--- config.mk ---
export PLATFORM = sky130hd
export DESIGN_NAME = spi_fifo_master
export DESIGN_NICKNAME = d
export VERILOG_FILES = /design/src/rtl/spi_pkg.sv /design/src/rtl/spi_fifo_master.sv
export SDC_FILE = /design/constraint.sdc
export NUM_CORES = 1
export LEC_CHECK = 0
export ABC_AREA = 1
export CAP_MARGIN = 10
export CORE_AREA = 2 2 55 57
export DETAILED_ROUTE_END_ITERATION = 16
export DIE_AREA = 0 0 57 59
export PLACE_DENSITY = 0.77
export SYNTH_ARGS = -nofsm -noshare
export SYNTH_HDL_FRONTEND = slang
export SYNTH_SLANG_ARGS = --single-unit
export TNS_END_PERCENT = 50
--- constraint.sdc ---
create_clock -name clk -period 3.8 [get_ports clk]
set_input_delay 0.76 -clock clk [delete_from_list [all_inputs] [get_ports clk]]
set_output_delay 0.76 -clock clk [all_outputs]
set_load 0.005 [all_outputs]
--- src/rtl/spi_pkg.sv ---
// -----------------------------------------------------------------------------
// spi_pkg
// Definitions shared by the SPI master and its neighbours: the state encoding
// of the transfer FSM and the fixed SPI mode constants (mode 0).
// -----------------------------------------------------------------------------
package spi_pkg;

  // Transfer FSM states
  typedef enum logic [1:0] {
    ST_IDLE  = 2'd0,  // cs_n high, waiting for a word and en
    ST_SHIFT = 2'd1,  // clocking DATA_WIDTH bits
    ST_STORE = 2'd2,  // hand captured word to the RX FIFO, maybe chain next
    ST_HOLD  = 2'd3   // keep cs_n low a little after the last word
  } spi_state_e;

  // SPI mode 0: clock idles low, data sampled on the rising edge
  localparam logic SPI_CPOL = 1'b0;
  localparam logic SPI_CPHA = 1'b0;

  // Chip-select levels
  localparam logic CS_IDLE   = 1'b1;
  localparam logic CS_ACTIVE = 1'b0;

endpackage

--- src/rtl/spi_fifo_master.sv ---
// -----------------------------------------------------------------------------
// spi_fifo_master
// SPI mode-0 master that pulls words from a show-ahead TX FIFO, shifts them out
// MSB first, and pushes the simultaneously received words into an RX FIFO.
// Consecutive words are sent back-to-back with cs_n held low.
//
// Ports
//   clk       system clock, rising edge
//   rst       synchronous active-high reset
//   en        permits new transfers to start
//   tx_rdata  head word of the TX FIFO (show-ahead)
//   tx_empty  TX FIFO empty
//   tx_rd     TX FIFO pop strobe
//   rx_wdata  received word for the RX FIFO
//   rx_full   RX FIFO full
//   rx_wr     RX FIFO push strobe
//   sclk      SPI clock
//   mosi      serial data out
//   miso      serial data in
//   cs_n      chip select, active low
//   busy      high whenever the FSM is not idle
// -----------------------------------------------------------------------------
module spi_fifo_master #(
  parameter int DATA_WIDTH = 8,
  parameter int CLK_DIV    = 4
) (
  input  logic                  clk,
  input  logic                  rst,
  input  logic                  en,
  input  logic [DATA_WIDTH-1:0] tx_rdata,
  input  logic                  tx_empty,
  output logic                  tx_rd,
  output logic [DATA_WIDTH-1:0] rx_wdata,
  input  logic                  rx_full,
  output logic                  rx_wr,
  output logic                  sclk,
  output logic                  mosi,
  input  logic                  miso,
  output logic                  cs_n,
  output logic                  busy
);

  import spi_pkg::*;

  localparam int DIV_W = $clog2(CLK_DIV + 1);
  localparam int BIT_W = $clog2(DATA_WIDTH + 1);
  localparam logic [DIV_W-1:0] DIV_LAST = DIV_W'(CLK_DIV - 1);
  localparam logic [BIT_W-1:0] BIT_LAST = BIT_W'(DATA_WIDTH - 1);

  spi_state_e            state_r;
  logic [DATA_WIDTH-1:0] shreg_r;   // outgoing word, MSB drives mosi
  logic [DATA_WIDTH-1:0] rxsh_r;    // incoming word, miso enters at LSB
  logic [DIV_W-1:0]      div_r;     // clk cycles within an sclk half-period
  logic [BIT_W-1:0]      bit_r;     // completed bits of the current word
  logic                  sclk_r;
  logic                  cs_n_r;
  logic                  pop_s;
  logic                  push_s;

  // FIFO strobes: decoded from state and the FIFO flags so they can never
  // fire against a full/empty FIFO, and are suppressed while in reset.
  always_comb begin
    pop_s  = 1'b0;
    push_s = 1'b0;
    if (rst) begin
      pop_s  = 1'b0;
      push_s = 1'b0;
    end else begin
      case (state_r)
        ST_IDLE: begin
          pop_s = en & ~tx_empty;
        end
        ST_STORE: begin
          push_s = ~rx_full;
          pop_s  = ~rx_full & en & ~tx_empty;
        end
        default: begin
          pop_s  = 1'b0;
          push_s = 1'b0;
        end
      endcase
    end
  end

  // Transfer FSM with sclk/cs_n generation and the two shift registers
  always_ff @(posedge clk) begin
    if (rst) begin
      state_r <= ST_IDLE;
      shreg_r <= '0;
      rxsh_r  <= '0;
      div_r   <= '0;
      bit_r   <= '0;
      sclk_r  <= SPI_CPOL;
      cs_n_r  <= CS_IDLE;
    end else begin
      case (state_r)
        ST_IDLE: begin
          sclk_r <= SPI_CPOL;
          div_r  <= '0;
          bit_r  <= '0;
          if (pop_s) begin
            shreg_r <= tx_rdata;
            cs_n_r  <= CS_ACTIVE;
            state_r <= ST_SHIFT;
          end else begin
            cs_n_r  <= CS_IDLE;
          end
        end

        ST_SHIFT: begin
          if (div_r == DIV_LAST) begin
            div_r <= '0;
            if (sclk_r == SPI_CPOL) begin
              // Leading (rising) edge: sample miso
              sclk_r <= ~SPI_CPOL;
              rxsh_r <= (rxsh_r << 1) | DATA_WIDTH'(miso);
            end else begin
              // Trailing (falling) edge: present the next bit
              sclk_r  <= SPI_CPOL;
              shreg_r <= shreg_r << 1;
              if (bit_r == BIT_LAST) begin
                bit_r   <= '0;
                state_r <= ST_STORE;
              end else begin
                bit_r   <= bit_r + BIT_W'(1);
              end
            end
          end else begin
            div_r <= div_r + DIV_W'(1);
          end
        end

        ST_STORE: begin
          // With rx_full high nothing changes: sclk idle, cs_n held low.
          if (push_s) begin
            div_r <= '0;
            if (pop_s) begin
              shreg_r <= tx_rdata;
              state_r <= ST_SHIFT;
            end else begin
              state_r <= ST_HOLD;
            end
          end else begin
            div_r <= '0;
          end
        end

        ST_HOLD: begin
          if (div_r == DIV_LAST) begin
            div_r   <= '0;
            cs_n_r  <= CS_IDLE;
            state_r <= ST_IDLE;
          end else begin
            div_r   <= div_r + DIV_W'(1);
          end
        end

        default: begin
          state_r <= ST_IDLE;
          sclk_r  <= SPI_CPOL;
          cs_n_r  <= CS_IDLE;
          div_r   <= '0;
          bit_r   <= '0;
        end
      endcase
    end
  end

  assign tx_rd    = pop_s;
  assign rx_wr    = push_s;
  assign rx_wdata = rxsh_r;
  assign sclk     = sclk_r;
  assign cs_n     = cs_n_r;
  assign mosi     = shreg_r[DATA_WIDTH-1];
  assign busy     = (state_r != ST_IDLE);

endmodule

---- Word level (Yosys, flattened, before mapping) ----
Index checks and enable logic that the tools add are counted.
storage, ports and cells
  flip-flop bits (word level) ............. 27
  input bits .............................. 14
  output and inout bits ................... 14
  word-level logic and storage cells ...... 69
operators by class
  add/subtract/negate cells ............... 2
  equal/unequal tests ..................... 11
  multiplexer cells ....................... 29
  bitwise logic cells ..................... 7
  reductions and logical operators ........ 13
operator list
  operator               count
  $mux W8                4
  $pmux W8 S3            1
  $mux W2                7
  $mux W4                3
  $ne A2 B2 Y1 const B   6
  $or A8 B1 Y8           1
  $pmux W2 S4            1
  $pmux W4 S2            1
  $mux W1                7
  $pmux W1 S2            3
  $pmux W3 S2            1
  $reduce_and A3 Y1      2
  $reduce_and A6 Y1      1
  $reduce_bool A2 Y1     3
  $add A4 B1 Y4 const B  1
  $eq A2 B2 Y1 const B   2
  $eq A4 B3 Y1 const B   1
  $reduce_and A2 Y1      2
  $reduce_and A4 Y1      1
  $reduce_or A2 Y1       2
  $add A3 B1 Y3 const B  1
  $and A1 B1 Y1          3
  $eq A3 B2 Y1 const B   1
  $mux W3                1
  other kinds (4)        6

---- Logic depth before layout (Yosys ltp) ----
  word-level depth ........................ 8
  mapped depth ............................ 9
  gate-level depth less buffers ........... 9

---- Worst setup path after synthesis ----
Ideal clock, no wire load.
  path type ............................... input to output
  start point ............................. in en
  end point ............................... out tx_rd
  arrival time ............................ 1.093 ns
  data required time ...................... 3.040 ns
  path slack .............................. 1.947 ns
  stages .................................. 4
  path buffers ............................ 0
  cells stage by stage .................... nand2_1 nor2_1 nand3_2 inv_1
on the way
  cells in the longest elaborated chain, start to end .. 4
  elaborated cells between the ends (all ways) .. 5
  classes of those cells .................. 2 x mux; 3 x bitwise
RTL lines
  item                        RTL line               text
  start, declared             spi_fifo_master.sv:29  input logic en,
  $and A1 B1 Y1 (2 in a row)  spi_fifo_master.sv:75  pop_s = ~rx_full & en & ~tx_empty;
  $pmux W1 S2 (*)             spi_fifo_master.sv:69  case (state_r)
  $mux W1 (*)                 spi_fifo_master.sv:65  if (rst) begin
  end, declared               spi_fifo_master.sv:32  output logic tx_rd,
Every way passes the cells marked *; elsewhere a longest branch is shown, timed or not.

---- Worst setup path after layout ----
  start point ............................. in rst
  end point ............................... out rx_wr
on the way
  cells in the longest elaborated chain, start to end .. 1
RTL lines
  item             RTL line               text
  start, declared  spi_fifo_master.sv:28  input logic rst,
  $mux W1          spi_fifo_master.sv:65
  end, declared    spi_fifo_master.sv:35  output logic rx_wr,
Every way passes these cells.

==> results.txt <==
Status -> finished, final reports clean
Clock latency on the worst-skew pair -> 0.33 ns
CP Buf/Inv Count -> 3
Mapped Cells -> 189
Vias per std cell -> 5.00
Htree depth -> 1
Number of global-route vias before repair -> 1,058
Synth area leader -> dfxtp_1
CP most frequent cell -> clkdlybuf4s50_1
Overall routing resource usage -> 16.7%
Synth Warn # -> 0
Fin Clk Skew -> 0.00590 ns
Setup CP Type -> input port to output port
Worst slew pin tran -> 0.965 ns
Crit start category -> input port
Post-CTS Setup Bufs -> 0
Hold Buf Count CTS -> 0
Synthesized area per cell -> 6.95 um^2
Reg clk slew, reported paths -> 0.14 ns
First-pass GRT wire length -> 4420 um
Number of synthesized flops with an enable pin -> 0
Largest net degree at the start of global routing -> 21
GR Overflow Total -> 0
Die area -> 3360 um^2
Final WL -> 2690 um
FMAX -> 349 MHz
Worst reg-to-reg setup slack -> 1.85 ns
Syn_nets -> 206
Mean routed wirelength per cell -> 11.0 um
Root Driver -> clkbuf_4
P_leak -> 0.000702 uW
Antenna violations before repair -> 0
Final worst-path cycle share -> 75.5%
Final Wtd Congestion -> 0.803
Core box area -> 2710 um^2
Max-slew violation count -> 0
Worst VDD drop -> 0.308 mV
TritonCTS clock tree -> built
Critical Path RT -> 3.04 ns
CTS max path bufs -> 2
Drt drc -> 0
Power per cell area -> 315 nW/um^2
Layout net count -> 233
Hold depth -> 1
Worst EP arrival -> 2.11 ns
Yosys top cell area share -> 41.1%
Reg2reg end -> shreg_r[0]
Worst Reg-to-Reg Cells -> 7
Worst Path Max Fanout -> 5
Chip width -> 57 um
# rows -> 19
Mapped Area -> 1310 um^2
Final hold violation count -> 0
Asr flop ratio synth -> 0%
Slew HR -> 35.2%
Worst hold slack -> 0.435 ns
Detail Route Antenna Nets -> 0
HPWL Detailed -> 1910 um
Initial DRC count -> 48
Fin Setup TNS -> 0 ns
HP Start -> div_r[0]
Layout cells sized above 1 -> 5.58%
Top post-synthesis cells by area -> dfxtp_1 41%, nand2_1 13%, nor2_1 11%
Initial Util -> 48.5%
Drt first pass iters -> 4
RSZ-0062 raised after global routing -> false
Worst setup EP type -> output port
DR vias -> 1,231
Worst path max stage delay -> 0.51 ns
CP top delay family -> buffers and inverters
Ports -> 28
Synth unique cells -> 21
DIE HEIGHT -> 59 um
Number of port buffers -> 27
Clk sinks -> 27
Prevailing post-synth register cell -> dfxtp_1
Final min period -> 2.87 ns
Slowest cell on crit path -> clkdlybuf4s50_1
Top cell types by occurrence after synthesis -> 45 x nand2_1, 39 x nor2_1, 27 x dfxtp_1
Final Setup Violations -> 0
Most frequent cell after synthesis -> nand2_1
FF-to-FF Start -> div_r[0]
Post-CTS Resized -> 0
Area growth syn-to-layout -> 22.3%
CTS Buf Count -> 3
CP Cell Sequence -> clkdlybuf4s50_1 -> inv_1 -> nand2_1 -> nor2_1 -> clkdlybuf4s50_1
Hold Path End -> div_r[0]
Max-cap viol count -> 0
Part of the Yosys area used for sequential elements -> 41.1%
Min-delay worst type -> register to register
# diodes -> 0
Synthesized flop and latch total -> 27
## power by group
| group | internal [uW] | switching [uW] | leakage [uW] |
|---|---|---|---|
| Clock | 41.2 | 83.1 | 0.0000150 |
| Sequential | 294 | 6.33 | 0.000219 |
| Combinational | 38.1 | 43.2 | 0.000468 |
| Total | 374 | 133 | 0.000702 |
## worst max-delay path by stage
stage,start,endpoint,slack (ns),cells past startpoint
after global placement,rst,rx_wr,0.95,5
after floorplan,en,tx_rd,1.95,4
after CTS,rst,rx_wr,0.93,5
after detailed placement,rst,rx_wr,0.93,5
after global routing,rst,rx_wr,0.83,5
final,rst,rx_wr,0.93,5
## cell families (layout without fill, tap and decap cells)
group,Yosys count,after routing,share of synthesized area (%)
DFF,27,27,41.1
xor gates and xnor gates,1,1,0.667
AOI/OAI and AO/OA,28,28,10.9
adders and majority gates,3,3,2.86
buffers and inverters,25,51,9.24
and+or+nand+nor,105,105,35.2
## stage by stage
stage | cells | area [um^2] | setup WS, ns | total power (uW) | util [%]
6_report | 246 | 1610 | 0.931 | 506 | 59.3
5_1_grt | 246 | 1610 | 0.829 | 532 | 59.3
4_1_cts | 246 | 1610 | 0.932 | 512 | 59.3
3_5_place_dp | 242 | 1580 | 0.934 | 388 | 58.3
3_3_place_gp | 242 | 1580 | 0.955 | 384 | 58.3
2_1_floorplan | 189 | 1310 | 1.95 | 362 | -
## cell usage in the layout, fill, tap and decap left out, drive strengths merged
cell type,instances
xor2,1
nor2,41
o21ai,14
ha,3
nand4,3
buf,1
dfxtp,27
clkbuf,4
nand3b,7
nand2,48
a21oi,13
o31ai,1
clkdlybuf4s50,27
inv,19
nand3,6
## final cells by class
class,count,area (um^2)
clock buffers,4,26.3
fillers,247,1100
inverters,19,71.3
multi-input cells,137,652
repair buffers,28,278
flip-flops and latches,27,541
well taps,31,38.8
## registers in the layout, summed over array words and instances (netlist names)
| register | cells |
|---|---|
| state_r | 2 |
| cs_n | 1 |
| bit_r | 4 |
| div_r | 3 |
| rx_wdata | 8 |
| shreg_r | 8 |
| sclk | 1 |
## per-layer routing
metal	up-vias	share of wire (%)	track usage, %
li1	649	-	-
met1	557	48	19.8
met2	20	46	29.7
met3	5	4.2	3.28
met4	0	1.6	6.98
met5	-	0	0
## worst reg2reg max path, delay by kind of cell, from the launching register on
family / cells / cell delay [ns]
buf+inv: 1 / 0.08
fa+ha+maj: 2 / 0.31
compound gates: 1 / 0.75
simple gates: 3 / 0.35
flops: 1 / 0.36
Note: power is estimated with default switching activity, not from simulation.
